## src/rtl/mux_scan_capture_if.sv

```systemverilog
// Handshake and data bundle between the scan sequencer and its controller/mux.
// The master drives start/cont/abort and y_in; the slave is the sequencer.
interface mux_scan_capture_if #(
    parameter int unsigned SEL_W = 4
);
    localparam int unsigned N = 2 ** SEL_W;

    logic             start;
    logic             cont;
    logic             abort;
    logic             y_in;
    logic [SEL_W-1:0] sel;
    logic [N-1:0]     data_out;
    logic             valid;
    logic             busy;

    modport master (
        output start, cont, abort, y_in,
        input  sel, data_out, valid, busy
    );

    modport slave (
        input  start, cont, abort, y_in,
        output sel, data_out, valid, busy
    );
endinterface

```

## src/rtl/mux_scan_capture.sv

```systemverilog
// Scans a 2**SEL_W:1 mux channel by channel, holding each select for SETTLE+1 cycles,
// and publishes the assembled frame with a one-cycle valid pulse.
module mux_scan_capture #(
    parameter int unsigned SEL_W  = 4,
    parameter int unsigned SETTLE = 0
) (
    input logic                clk,
    input logic                rst,
    mux_scan_capture_if.slave  bus
);
    localparam int unsigned N      = 2 ** SEL_W;
    localparam int unsigned HOLD_W = 4;
    localparam logic [SEL_W-1:0]  SelLast    = SEL_W'(N - 1);
    localparam logic [HOLD_W-1:0] HoldReload = HOLD_W'(SETTLE);

    typedef enum logic [0:0] {StIdle, StScan} state_e;

    state_e            r_state;
    logic [SEL_W-1:0]  r_sel;
    logic [HOLD_W-1:0] r_hold;
    logic [N-1:0]      r_shadow;
    logic [N-1:0]      r_data;
    logic              r_valid;
    logic              r_busy;

    always_ff @(posedge clk or posedge rst) begin
        if (rst) begin
            r_state  <= StIdle;
            r_sel    <= '0;
            r_hold   <= '0;
            r_shadow <= '0;
            r_data   <= '0;
            r_valid  <= 1'b0;
            r_busy   <= 1'b0;
        end else begin
            r_valid <= 1'b0;
            case (r_state)
                StIdle: begin
                    if (bus.start && !bus.abort) begin
                        r_state  <= StScan;
                        r_sel    <= '0;
                        r_hold   <= HoldReload;
                        r_shadow <= '0;
                        r_busy   <= 1'b1;
                    end
                end
                StScan: begin
                    if (bus.abort) begin
                        // Partial frame is dropped; data_out keeps the last complete one.
                        r_state  <= StIdle;
                        r_sel    <= '0;
                        r_hold   <= '0;
                        r_shadow <= '0;
                        r_busy   <= 1'b0;
                    end else if (r_hold != '0) begin
                        r_hold <= r_hold - 1'b1;
                    end else if (r_sel != SelLast) begin
                        r_shadow[r_sel] <= bus.y_in;
                        r_sel           <= r_sel + 1'b1;
                        r_hold          <= HoldReload;
                    end else begin
                        // Last channel bypasses the shadow so the frame lands on this edge.
                        r_data  <= {bus.y_in, r_shadow[N-2:0]};
                        r_valid <= 1'b1;
                        r_sel   <= '0;
                        r_hold  <= HoldReload;
                        r_shadow <= '0;
                        if (!bus.cont) begin
                            r_state <= StIdle;
                            r_busy  <= 1'b0;
                            r_hold  <= '0;
                        end
                    end
                end
                default: begin
                    r_state <= StIdle;
                    r_sel   <= '0;
                    r_hold  <= '0;
                    r_busy  <= 1'b0;
                end
            endcase
        end
    end

    assign bus.sel      = r_sel;
    assign bus.data_out = r_data;
    assign bus.valid    = r_valid;
    assign bus.busy     = r_busy;
endmodule

```

## src/flat_wrapper.sv

```systemverilog
// flat-port wrapper written by rule: the top's interface ports become plain ports
module mux_scan_capture_flat 
#(
    parameter int unsigned SEL_W  = 4,
    parameter int unsigned SETTLE = 0
)
  (clk, rst, bus_start, bus_cont, bus_abort, bus_y_in, bus_sel, bus_data_out, bus_valid, bus_busy);
  mux_scan_capture_if #(.SEL_W(SEL_W)) bus_i ();
  input logic clk;
  input logic rst;
  input wire logic [$bits(bus_i.start)-1:0] bus_start;
  input wire logic [$bits(bus_i.cont)-1:0] bus_cont;
  input wire logic [$bits(bus_i.abort)-1:0] bus_abort;
  input wire logic [$bits(bus_i.y_in)-1:0] bus_y_in;
  output wire logic [$bits(bus_i.sel)-1:0] bus_sel;
  output wire logic [$bits(bus_i.data_out)-1:0] bus_data_out;
  output wire logic [$bits(bus_i.valid)-1:0] bus_valid;
  output wire logic [$bits(bus_i.busy)-1:0] bus_busy;
  assign bus_i.start = bus_start;
  assign bus_i.cont = bus_cont;
  assign bus_i.abort = bus_abort;
  assign bus_i.y_in = bus_y_in;
  assign bus_sel = bus_i.sel;
  assign bus_data_out = bus_i.data_out;
  assign bus_valid = bus_i.valid;
  assign bus_busy = bus_i.busy;
  mux_scan_capture #(.SEL_W(SEL_W), .SETTLE(SETTLE)) u_core (.clk(clk), .rst(rst), .bus(bus_i));
endmodule
```

## config.mk

```make
export PLATFORM = sky130hd
export DESIGN_NAME = mux_scan_capture_flat
export DESIGN_NICKNAME = d
export VERILOG_FILES = /design/src/rtl/mux_scan_capture_if.sv /design/src/rtl/mux_scan_capture.sv /design/src/flat_wrapper.sv
export SDC_FILE = /design/constraint.sdc
export NUM_CORES = 1
export LEC_CHECK = 0
export ABC_AREA = 1
export CORE_MARGIN = 2
export CORE_UTILIZATION = 35
export CTS_CLUSTER_SIZE = 25
export DETAILED_ROUTE_END_ITERATION = 12
export PLACE_DENSITY = 0.55
export SYNTH_ARGS = -nofsm -noshare
export SYNTH_HDL_FRONTEND = slang
export SYNTH_SLANG_ARGS = --single-unit
```

## constraint.sdc

```tcl
create_clock -name clk -period 1.9 [get_ports clk]
set_clock_uncertainty 0.05 [all_clocks]
set_input_delay 0.38 -clock clk [delete_from_list [all_inputs] [get_ports clk]]
set_output_delay 0.38 -clock clk [all_outputs]
set_load 0.05 [all_outputs]
```

# Word-level counts from Yosys, hierarchy flattened
# Index checks and enable logic that the tools add are counted.
op_classes:
  addsub: 2
  magnitude_cmp: 2
  eq_ne: 5
  muxes: 32
  n_bitwise: 4
  reduce_logical: 7
op_table:
  columns: ["operator", "count"]
  rows:
  - ["$mux W16", 4]
  - ["$pmux W16 S2", 1]
  - ["$mux W4", 6]
  - ["$bwmux W16", 1]
  - ["$pmux W4 S2", 2]
  - ["$mux W1", 15]
  - ["$ne A3 B3 Y1 const B", 3]
  - ["$reduce_and A4 Y1", 2]
  - ["$lt A4 B5 Y1 const B", 1]
  - ["$add A4 B1 Y4 const B", 1]
  - ["$demux W1 S4", 1]
  - ["$ge A4 B1 Y1 const B", 1]
  - ["$ne A4 B4 Y1 const B", 1]
  - ["$not A1 Y1", 4]
  - ["$pmux W1 S2", 2]
  - ["$reduce_bool A4 Y1", 1]
  - ["$sub A4 B1 Y4 const B", 1]
  - ["$logic_and A1 B1 Y1", 2]
  - ["$ne A2 B1 Y1 const B", 1]
  - ["$reduce_and A2 Y1", 1]
  - ["$logic_not A1 Y1", 1]
totals:
  register_bits: 43
  input_bits: 6

# Longest topological paths before layout
# Gate-level depths: netlist of run 1.
logic_depth:
  word_depth: 9
  mapped_depth: 9

# Least setup slack after synthesis of run 1
# OpenSTA, ideal clock, no wires.
synth_timing:
  kind: "reg-to-reg"
  from: "reg u_core.r_sel[0] (netlist: u_core.bus.sel[0])"
  to: "reg u_core.r_data[0] (netlist: u_core.bus.data_out[0])"
  setup_ps: 118
  arrival_time_ps: 1685
  required_time_ps: 1732
  setup_slack_ps: 48
  stages_incl_launch_ff: 9
  path_buffers: 2
  path_cell_list: "dfrtp_1 ha_1 buf_4 nand3_2 inv_2 nand4_4 buf_4 nand2_1 nand2_1"
synth_via:
  elab_chain_len: 3
synth_rtl:
  columns: ["element", "line_no", "rtl"]
  rows:
  - ["start, declared", "mux_scan_capture.sv:19", "logic [SEL_W-1:0] r_sel;"]
  - ["start signal, assigned", "mux_scan_capture.sv:59", "r_sel <= r_sel + 1'b1;"]
  - ["$ne A4 B4 Y1", "mux_scan_capture.sv:57", "end else if (r_sel != SelLast) begin"]
  - ["$not A1 Y1 (no line)", null, null]
  - ["$reduce_and A4 Y1 (no line)", null, null]
  - ["end signal, assigned", "mux_scan_capture.sv:63", "r_data <= {bus.y_in, r_shadow[N-2:0]};"]
  - ["end, declared", "mux_scan_capture.sv:22", "logic [N-1:0] r_data;"]
# No other way between the ends.
# A chain may end at the register's enable or synchronous reset.

# Final worst setup path of run 1
layout_timing:
  from: "reg u_core.r_sel[0] (netlist: u_core.bus.sel[0])"
  to: "reg u_core.r_data[8] (netlist: u_core.bus.data_out[8])"
# Same word-level chain as after synthesis.

==> results of run 1 <==
-- critical path, cell delays in order (launching register included) --
cell and delay, ns:
dfrtp_1 0.46, ha_1 0.24, nand3_2 0.13, inv_2 0.12, nand4_4 0.18, buf_4 0.23, nand2_1 0.06, nand2_1 0.05
-- final timing paths --
kind / to / from / slack, ns
worst min register to register: u_core.bus.data_out[0]$_DFFE_PP0P_ / u_core.r_shadow[0]$_DFFE_PP0P_ / 0.42
worst max register to register: u_core.bus.data_out[8]$_DFFE_PP0P_ / u_core.bus.sel[0]$_DFFE_PP0P_ / 0.28
min in group clk: u_core.bus.data_out[0]$_DFFE_PP0P_ / u_core.r_shadow[0]$_DFFE_PP0P_ / 0.42
max in group asynchronous: u_core.r_hold[1]$_DFFE_PP0P_ / rst / 1.20
worst max-delay path: u_core.bus.data_out[8]$_DFFE_PP0P_ / u_core.bus.sel[0]$_DFFE_PP0P_ / 0.28
worst min-delay path: u_core.bus.valid$_DFF_PP0_ / rst / 0.40
-- area by class of cell --
class,count,area (sq um),area share (%)
Sequential cell,42,1050,39.2
Multi-Input combinational cell,203,1000,37.3
Timing Repair Buffer,36,313,11.7
Tap cell,77,96.3,3.59
Inverter,19,83.8,3.13
Clock buffer,5,68.8,2.57
Clock inverter,3,68.8,2.57
-- logic make-up (layout without fill, tap and decap cells) --
family	count (synthesis)	in the layout	share of synthesized area, %
compound gates	15	15	3.43
fa+ha+maj	6	6	3.37
buf+inv	29	63	7.87
simple gates	180	180	37.3
xor+xnor	2	2	0.787
flops	42	42	47.2
-- routing by layer --
metal | up-vias | GRT usage, % | part of all wire [%]
met5 | - | 0 | 0
met4 | 0 | 3.67 | 0.92
met3 | 5 | 3.26 | 3.6
met2 | 23 | 23.1 | 45
met1 | 811 | 20.1 | 50
li1 | 944 | - | -
-- stage by stage --
step / setup slack, ns / std cells / cell area, sq um / hold WS, ns / total power, W
floorplan: 0.0476 / 274 / 2230 / 0.386 / 0.00125
global placement: 0.0374 / 377 / 2540 / 0.409 / 0.00133
detailed placement: 0.0265 / 377 / 2540 / 0.411 / 0.00133
CTS: 0.0472 / 385 / 2680 / 0.413 / 0.00218
global route: 0.129 / 385 / 2680 / 0.440 / 0.00226
finish: 0.280 / 385 / 2680 / 0.395 / 0.00216
-- flip-flops by register name, summed over array words and instances (netlist names) --
name and flops:
u_core.bus.data_out 16, u_core.r_shadow 15, u_core.bus.sel 4, u_core.r_hold 4
u_core.bus.busy 1, u_core.bus.valid 1, u_core.r_state 1
-- power groups by stage --
stage / combinational [W] / clock, W / sequential (W)
finish: 0.000357 / 0.000852 / 0.000950
global route: 0.000400 / 0.000905 / 0.000956
CTS: 0.000362 / 0.000870 / 0.000951
detailed placement: 0.000360 / 0 / 0.000968
global placement: 0.000359 / 0 / 0.000968
floorplan: 0.000247 / 0 / 0.000999
-- cell usage after synthesis --
master / instances
inv_4: 3
ha_1: 6
o21ai_1: 8
nand4_1: 2
and3_1: 1
nand2_2: 1
o22ai_1: 1
nor4_1: 2
a21oi_1: 1
nor2_1: 23
nand3_2: 2
xor2_1: 1
inv_6: 1
buf_4: 4
buf_6: 5
buf_2: 1
o21ai_0: 5
nor3_1: 2
nor3_2: 1
nand2_4: 3
or2_2: 1
xnor2_1: 1
nand2_8: 1
nor2_4: 1
nand3b_1: 1
inv_1: 13
nand2_1: 102
dfrtp_1: 42
nand4_4: 1
inv_2: 2
nor2_2: 3
nand3_1: 33
==> metrics, run 1 <==
clock buffer count from CTS=5; die height=83.7 microns; vias=around 1800; cts repair resizes=0; most common cell after layout, fill and taps aside=nand2_1; sequential area share after synthesis=47.2%; Flop pwr share=44.0%; die area=7010 sq um; drt drc=0; Top Ports=28; CTS tree=done; max_cap viols=0; area delta synth->final=20.5%; Final Hold Vio Count=0; Syn Nets=286; worst r2r path cells=7; vias in the first global route=1784; cells after synthesis=274; Final GP Congestion=0.818; Critical Path AT=1.76 ns; CP endpoint kind=register; initial antenna violation count=0; Fmax=617 MHz; setup bufs post-CTS=0; Via density=4.63; min cycle time layout=around 1.6 ns; RSZ-0062 raised after global routing=no; Port Buf Inserts=27; DR iter-0 viols=125; H-tree lvl count=2; largest net degree at the start of global routing=43; first-pass GRT wire length=between 8 and 9 mm; GRT overflow=0; Initial DRT Pass Iterations=4; Starting Density=35.7%; GRT Resource Usage Total=14.5%; Combinational Power Share=16.5%; Req. time, crit path=2.04 ns; Final Max Slew Viols=0; Avg Cell Area, Syn=roughly 8.1 sq um; CP Class=register to register; CTS Sinks=42; commonest non-fill, non-tap cells in the layout=nand2_1 (102), dfrtp_1 (42), nand3_1 (33); Clock Tree Buf Depth=2; Max transition margin=about two thirds; share of the synthesized area in the top cell type=47.2%; yosys warns=0; CP Max Fanout=11; status=finished clean; synth top area cells=dfrtp_1 (47%), nand2_1 (17%), nand3_1 (7.4%); Cell Pwr Density=805 nW/um^2; FILL cells=641; remaining antenna violation count=0; share of post-route cells with drive strength above 1=a little under a fifth; Unique masters post-synth=32; worst slew pin tran=0.498 ns; Core Box Area=6240 sq um; Final setup viols=0; die width=83.7 microns; worst skew pair latency=roughly 0.29 ns; min-delay worst type=input pin to asynchronous set/reset pin; routed wire length=approximately 4.6 mm; CTS Hold Bufs=0; Int Power=0.00155 W; Net Switching=0.000607 W; mapped cell area=2230 sq um; row count=29; final period utilization=a little under nine tenths; Clock transition at path regs=0.09 ns; flops & latches, synth=42; setup total negative slack=0 ns; post-detail-place hpwl=3.34 mm; fin util=43.0%; nets@finish=319; clock group share of total power=39.5%; Pleak=1.43 nW; switching share of power=28.1%; average wire per standard cell=11.9 microns; cell taking the most area after synthesis=dfrtp_1; Inserted Diodes=0; Peak supply drop=roughly 0.00046 V; CP startpoint kind=register; CTS root buf=clkbuf_8
Power figures use the tool's default switching activity.
==> run 2, diff against run 1 <==
- CORE_UTILIZATION: 35 -> 32
- PLACE_DENSITY: 0.55 -> 0.51
==> metrics, run 2 (same netlist as run 1, synthesis figures left out) <==
area delta synth->final=19.6%; RSZ-0062 raised after global routing=no; DR iter-0 viols=68 (-46%); Clock Tree Buf Depth=2 (unchanged); Final GP Congestion=0.801 (-2.1%); Peak supply drop=0.000442 V (-4.5%); setup total negative slack=0 ns (unchanged); Fmax=542 MHz (-12%); GRT Resource Usage Total=14.2% (-0.35 points); Clock transition at path regs=0.08 ns (about the same); Critical Path AT=1.42 ns (-0.34 ns); Initial DRT Pass Iterations=4 (unchanged); CP startpoint kind=register; setup bufs post-CTS=0 (unchanged); max FFs per register=16 (unchanged); die height=87.4 microns (+4.4%); CP Class=register to output port; CTS root buf=clkbuf_8; Inserted Diodes=0 (unchanged); die area=7640 sq um (+8.9%); final period utilization=97.1% (+12 points); Pleak=1.40 nW (-2.2%); cts repair resizes=0 (unchanged); CP bufs+invs=1 (-1); Via density=4.73 (+2.1%); Power Total=0.00203 W (-6.0%); share of post-route cells with drive strength above 1=18.8% (-0.061 points); Core Box Area=6760 sq um (+8.3%); die width=87.4 microns (+4.4%); min cycle time layout=1.85 ns (+0.225 ns); Cell Pwr Density=763 nW/um^2 (-5.3%); FILL cells=693 (+8.1%); commonest non-fill, non-tap cells in the layout=nand2_1 (102), dfrtp_1 (42), nand3_1 (33); nets@finish=320 (+0.31%); GRT overflow=0 (unchanged); remaining antenna violation count=0 (unchanged); crit path cell chain=clkdlybuf4s50_1; Req. time, crit path=1.47 ns (-0.57 ns); most common cell after layout, fill and taps aside=nand2_1; CTS Hold Bufs=0 (unchanged); crit-path leading delay family=buffers and inverters; Worst path max stage delay=0.79 ns (+0.33 ns); clock buffer count from CTS=5 (unchanged); status=finished clean; post-detail-place hpwl=3.50 mm (+4.8%); Final setup viols=0 (unchanged); row count=30 (+3.4%); Top Ports=28 (unchanged); Port Buf Inserts=27 (unchanged); Max transition margin=67.2% (+0.45 points); vias=1839 (+3.1%); first-pass GRT wire length=8.42 mm (+1.2%); CTS Sinks=42 (unchanged); min-delay worst type=input pin to asynchronous set/reset pin; worst slew pin tran=0.490 ns (-0.00750 ns); H-tree lvl count=2 (unchanged); CP Max Fanout=1 (-10); sequential cell area=1050 sq um (unchanged); Final Hold Vio Count=0 (unchanged); Starting Density=32.9% (-2.7 points); average wire per standard cell=12.4 microns (+4.4%); CTS tree=done; initial antenna violation count=0 (unchanged); max_cap viols=0 (unchanged); Multi-input gate area=1000 sq um (unchanged); largest net degree at the start of global routing=43 (unchanged); vias in the first global route=1795 (+0.62%); Critical Path Slowest Stage Cell=clkdlybuf4s50_1; routed wire length=4.83 mm (+5.5%); worst skew pair latency=0.30 ns (about the same); CP endpoint kind=output port; drt drc=0 (unchanged); Final Max Slew Viols=0 (unchanged); flop2flop setup slack=0.28 ns (about the same)
run 2: cell types whose count changed in the layout (fill, tap and decap cells not counted), sizes merged:
cell	delta
clkdlybuf4s50	+1
clkinv	-1
bufinv	-1
dlymetal6s2s	-1
clkbuf	+1
buf	+1
clkinvlp	+1
run 2: per-stage QoR:
stage | util, % | hold slack [ns] | instance area [sq um] | setup slack (ns) | instances
floorplan | - | 0.386 | 2230 | 0.0476 | 274
global placement | 37.8 | 0.409 | 2550 | 0.0602 | 381
detailed placement | 37.8 | 0.410 | 2550 | 0.0351 | 381
CTS | 39.4 | 0.389 | 2660 | 0.0409 | 389
global route | 39.4 | 0.441 | 2660 | 0.00542 | 389
finish | 39.4 | 0.386 | 2660 | 0.0546 | 389
run 2: path summary, 6_finish.rpt:
| path | cells past startpoint | endpoint | start |
|---|---|---|---|
| worst max-delay path | 1 | bus_valid | u_core.bus.valid$_DFF_PP0_ |
| worst min-delay path | 3 | u_core.bus.data_out[9]$_DFFE_PP0P_ | rst |
| worst max register to register | 8 | u_core.r_shadow[12]$_DFFE_PP0P_ | u_core.bus.sel[0]$_DFFE_PP0P_ |
| worst min register to register | 2 | u_core.bus.data_out[2]$_DFFE_PP0P_ | u_core.r_shadow[2]$_DFFE_PP0P_ |
| max in group asynchronous | 3 | u_core.r_hold[2]$_DFFE_PP0P_ | rst |
| min in group clk | 2 | u_core.bus.data_out[2]$_DFFE_PP0P_ | u_core.r_shadow[2]$_DFFE_PP0P_ |
run 2: layer usage:
layer	wire length, microns	GRT usage [%]
met5	0	0
met1	2360	19.1
met2	2170	21.6
met4	118	7.13
met3	182	2.94
run 2: area by class of cell:
class                   instances  area share [%]
inverters                      19            3.15
clock buffers                   6            2.73
flip-flops and latches         42            39.5
repair buffers                 37            11.9
clock inverters                 2            1.41
well taps                      80            3.76
multi-input cells             203            37.5
run 2: where the power goes:
| part | switching [W] | total [W] | leakage (nW) | internal (W) |
|---|---|---|---|---|
| Clock | 0.000330 | 0.000723 | 0.0514 | 0.000392 |
| Combinational | 0.000248 | 0.000356 | 0.767 | 0.000108 |
| Sequential | 0.0000356 | 0.000952 | 0.581 | 0.000916 |
| Total | 0.000614 | 0.00203 | 1.40 | 0.00142 |
